<file path="src/rtl/calc_pkg.sv">
// rtl/calc_pkg.sv - shared calculator datapath types and constants
package calc_pkg;

    typedef enum logic [1:0] {
        IDLE = 2'd0,
        RUN  = 2'd1,
        DONE = 2'd2
    } state_t;

    localparam int CALC_W = 8;

    // Width of a bit counter that must reach width-1.
    function automatic int cnt_width(input int width);
        return (width < 2) ? 1 : $clog2(width);
    endfunction

endpackage

</file>
<file path="src/rtl/full_adder_bit.sv">
// rtl/full_adder_bit.sv - single-bit combinational full adder cell
module full_adder_bit (
    input  logic a,
    input  logic b,
    input  logic cin,
    output logic s,
    output logic cout
);

    assign s    = a ^ b ^ cin;
    assign cout = (a & b) | (a & cin) | (b & cin);

endmodule

</file>
<file path="src/rtl/serial_adder.sv">
// rtl/serial_adder.sv - bit-serial unsigned adder, LSB first; SERIAL_ADDER_SAT_EN saturates on carry-out
module serial_adder
    import calc_pkg::*;
#(
    parameter int n = CALC_W
) (
    input  logic         clk,
    input  logic         rst,
    input  logic         start,
    input  logic [n-1:0] in1,
    input  logic [n-1:0] in2,
    output logic         busy,
    output logic         done,
    output logic [n-1:0] ans,
    output logic         cout
);

    localparam int             CW   = cnt_width(n);
    localparam logic [CW-1:0]  LAST = CW'(n - 1);

    state_t        state;
    state_t        state_next;
    logic [n-1:0]  a_reg;
    logic [n-1:0]  b_reg;
    logic [n-2:0]  psum;
    logic          carry;
    logic [CW-1:0] cnt;
    logic          fa_s;
    logic          fa_c;
    logic [n-1:0]  sum_full;
    logic          last_bit;

    full_adder_bit u_fa (
        .a    (a_reg[0]),
        .b    (b_reg[0]),
        .cin  (carry),
        .s    (fa_s),
        .cout (fa_c)
    );

    // psum holds the n-1 bits already produced; the current bit completes the word.
    assign sum_full = {fa_s, psum};
    assign last_bit = (cnt == LAST);

    always_comb begin
        state_next = state;
        case (state)
            IDLE:    if (start) state_next = RUN;
            RUN:     if (last_bit) state_next = DONE;
            DONE:    state_next = IDLE;
            default: state_next = IDLE;
        endcase
    end

    always_ff @(posedge clk) begin
        if (rst) begin
            state <= IDLE;
            busy  <= 1'b0;
            done  <= 1'b0;
            a_reg <= '0;
            b_reg <= '0;
            psum  <= '0;
            carry <= 1'b0;
            cnt   <= '0;
            ans   <= '0;
            cout  <= 1'b0;
        end else begin
            state <= state_next;
            busy  <= (state_next != IDLE);
            done  <= (state_next == DONE);
            case (state)
                IDLE: begin
                    if (start) begin
                        a_reg <= in1;
                        b_reg <= in2;
                        carry <= 1'b0;
                        cnt   <= '0;
                    end
                end
                RUN: begin
                    a_reg <= {1'b0, a_reg[n-1:1]};
                    b_reg <= {1'b0, b_reg[n-1:1]};
                    psum  <= sum_full[n-1:1];
                    carry <= fa_c;
                    cnt   <= cnt + 1'b1;
                    if (last_bit) begin
`ifdef SERIAL_ADDER_SAT_EN
                        ans <= fa_c ? '1 : sum_full;
`else
                        ans <= sum_full;
`endif
                        cout <= fa_c;
                    end
                end
                default: ;
            endcase
        end
    end

endmodule

</file>
<file path="config.mk">
export PLATFORM = sky130hd
export DESIGN_NAME = serial_adder
export DESIGN_NICKNAME = d
export VERILOG_FILES = /design/src/rtl/calc_pkg.sv /design/src/rtl/full_adder_bit.sv /design/src/rtl/serial_adder.sv
export SDC_FILE = /design/constraint.sdc
export NUM_CORES = 1
export LEC_CHECK = 0
export ABC_AREA = 1
export ABC_CLOCK_PERIOD_IN_PS = 2800
export CAP_MARGIN = 20
export CORE_AREA = 4 4 61 63
export CTS_BUF_LIST = sky130_fd_sc_hd__clkbuf_4
export CTS_CLUSTER_DIAMETER = 120
export DETAILED_ROUTE_END_ITERATION = 8
export DIE_AREA = 0 0 65 67
export PLACE_DENSITY = 0.9
export SLEW_MARGIN = 40
export SYNTH_ARGS = -nofsm -noshare
export SYNTH_HDL_FRONTEND = slang
export SYNTH_SLANG_ARGS = --single-unit
</file>
<file path="constraint.sdc">
create_clock -name clk -period 2.8 [get_ports clk]
set_clock_uncertainty 0.15 [all_clocks]
set_input_delay 0.56 -clock clk [delete_from_list [all_inputs] [get_ports clk]]
set_output_delay 0.56 -clock clk [all_outputs]
set_load 0.02 [all_outputs]
</file>
==> impl_metrics.py <==
metrics = {
    "outcome": {
        "outcome": "complete, no violations",
    },
    "global_route": {
        "busiest_layer": "met2",
        "globalRouteMet2Util": 0.295,
        "grt_pass1_wl_mm": 5.64,
        "grt_usage": 0.172,
        "use_met1": 0.192,
        "antenna_found_initial": 0,
        "grt_overflow": 0,
        "grt_use_met3": 0.0455,
        "grt_max_degree": 37,
        "grt_pass1_vias": 1393,
    },
    "route": {
        "drtAntennaViolNets": 0,
        "vias": 1542,
        "vias_per_cell": 4.67,
        "drt_iter0_drc": 76,
        "wl_per_cell_um": 10.3,
        "drtPass1Iterations": 4,
        "postRouteWirelength_mm": 3.39,
        "drc": 0,
    },
    "worst_setup_path": {
        "crit_chain": "clkdlybuf4s50_1",
        "cp_slowest_cell": "clkdlybuf4s50_1",
        "rr_endpoint": "cout",
        "r2r_start": "state[0]",
        "setup.worst_path.class": "flop to primary output",
        "critPathMaxFanout": 2,
        "ff2ff_setup_slack_ns": 0.98,
        "cpLargestDelayFamily": "buffers and inverters",
        "crit_buf_inv": 1,
        "arrival_ns": 1.31,
        "slowest_delay_ns": 0.61,
        "cp-end-kind": "primary output",
        "ff2ff_path_depth": 6,
        "cp.required_ns": 2.09,
        "cp-start-kind": "flop",
    },
    "power_and_ir_drop": {
        "p_clk_frac": 0.326,
        "internal_power_w": 0.000857,
        "p_switching_w": 0.000290,
        "powerDensity_nw_per_um2": 535,
        "leakagePower_nw": 0.994,
        "irDropWorstVdd_mv": 0.342,
        "power.share.combinational": 0.136,
        "switching_share": 0.253,
        "pwr-share-seq": 0.538,
    },
    "sta": {
        "slew-limit-headroom": 0.523,
        "finalHoldViolCount": 0,
        "rsz0062_at_grt": "no",
        "finalSetupViolations": 0,
        "layout_min_cycle_time_ns": 2.02,
        "slew_violations": 0,
        "max_freq_mhz": 495,
        "min_period_over_period": 0.722,
        "fin_setup_tns_ns": 0,
        "fin_hold_ws_ns": 0.331,
        "worstMarginPinSlew_ns": 0.714,
    },
    "run": {
        "drv_cap": 0,
    },
    "synthesis": {
        "ys.flop_type": "dfxtp_1",
        "synth.yosys.seq_area_share": 0.456,
        "synth_top_area_share": 0.456,
        "synth_cell_types": 18,
        "netlist_area_um2": 1760,
        "synth-edff-count": 0,
        "avgSynthCellArea_um2": 6.84,
        "synth-seq-cells": 40,
        "post-synth-top-count-cell": "nand2_1",
        "synthArstFlopShare": 0,
        "yosys.area.top_type": "dfxtp_1",
        "yosys-top-cells-count": "nand2_1, nor2_1, dfxtp_1",
        "ys_top_cells_by_area": "dfxtp_1, nand2_1, nor2_1, inv_1, nand3_1",
        "synth_nets": 279,
        "synthCells": 257,
        "yosysWarningCount": 0,
    },
    "clock_network": {
        "clock-sinks": 40,
        "cts-root-buf": "clkbuf_4",
        "clk_latency_ns": 0.35,
        "tritoncts": "built",
        "cts_resized": 0,
        "post-cts-setup-buffers": 0,
        "clkSlewWorstSetupHoldPaths_ns": 0.12,
        "cts.htree.levels": 2,
        "cts-hold-fix-buffers": 0,
        "cts_buffers": 5,
        "cts_buffer_depth": 2,
    },
    "cells_and_area": {
        "n_antenna_cell": 0,
        "final_nets": 305,
        "syn_to_final_growth_pct": 21.9,
        "fill_cells": 282,
        "drive_above_1_share": 0.0634,
    },
    "die": {
        "die_h_um": 67,
        "io_pins": 30,
        "die_area_um2": 4360,
        "core_um2": 3230,
        "initial_utilization": 0.544,
        "rows": 21,
        "die_width_um": 65,
    },
    "hold_path": {
        "hold_depth": 2,
        "hold_end": "ans[2]",
        "min_from": "psum[2]",
        "hp-class": "flop to flop",
    },
    "placement": {
        "dp_hpwl_mm": 2.28,
        "routabilityCongestion": 0.806,
        "portBuffers": 29,
    },
}
## how the worst max path moves through the flow
stage                       from       end  depth (start not counted)
after floorplan            start  a_reg[6]                          6
after global placement       rst    ans[2]                          5
after detailed placement     rst  b_reg[1]                          5
after CTS                 ans[5]    ans[5]                          1
after global routing      ans[3]    ans[3]                          1
final                     ans[5]    ans[5]                          1
## cells in the final DEF (no fill, tap or decap), drive strengths merged
cell type      count
buf                4
fa                 1
bufinv             1
nand4              2
or2                1
ha                 2
a21oi             20
dfxtp             40
nor2              54
clkdlybuf4s50     29
inv               37
clkinv             2
clkbuf             5
nand3             21
nand2             56
o21ai              9
## stage by stage
stage	area, um^2	std cells	setup slack (ns)	utilization	power, W
after floorplan	1760	257	1.37	-	0.000737
after global placement	2060	322	0.677	0.638	0.000780
after detailed placement	2060	322	0.633	0.638	0.000786
after CTS	2140	330	0.763	0.663	0.00116
after global routing	2140	330	0.721	0.663	0.00121
final	2140	330	0.780	0.663	0.00115
## cell families (layout without fill, tap and decap cells)
group / Yosys count / after routing / synth area share
simple gates: 134 / 134 / 0.314
buf+inv: 51 / 78 / 0.120
flops: 40 / 40 / 0.456
compound gates: 29 / 29 / 0.0847
fa+ha+maj: 3 / 3 / 0.0256
## power groups by stage
stage,sequential [W],combinational [W],clock (W)
CTS,0.000617,0.000157,0.000382
global route,0.000621,0.000179,0.000408
global placement,0.000629,0.000151,0
detailed placement,0.000630,0.000155,0
finish,0.000617,0.000156,0.000374
floorplan,0.000627,0.000110,0
## routing by layer
metal | wire [um] | part of all wire
met3 | 210 | 0.062
met1 | 1490 | 0.44
met2 | 1620 | 0.48
met5 | 0 | 0
met4 | 66 | 0.019
## cell type report
| class | count | area (um^2) | area share |
|---|---|---|---|
| multi-input combinational | 166 | 746 | 0.348 |
| clock buffer | 5 | 37.5 | 0.0175 |
| timing repair buffer | 33 | 320 | 0.149 |
| tap | 46 | 57.6 | 0.0269 |
| clock inverter | 3 | 42.5 | 0.0198 |
| sequential | 40 | 801 | 0.374 |
| inverter | 37 | 139 | 0.0648 |
Note: power is estimated with default switching activity, not from simulation.
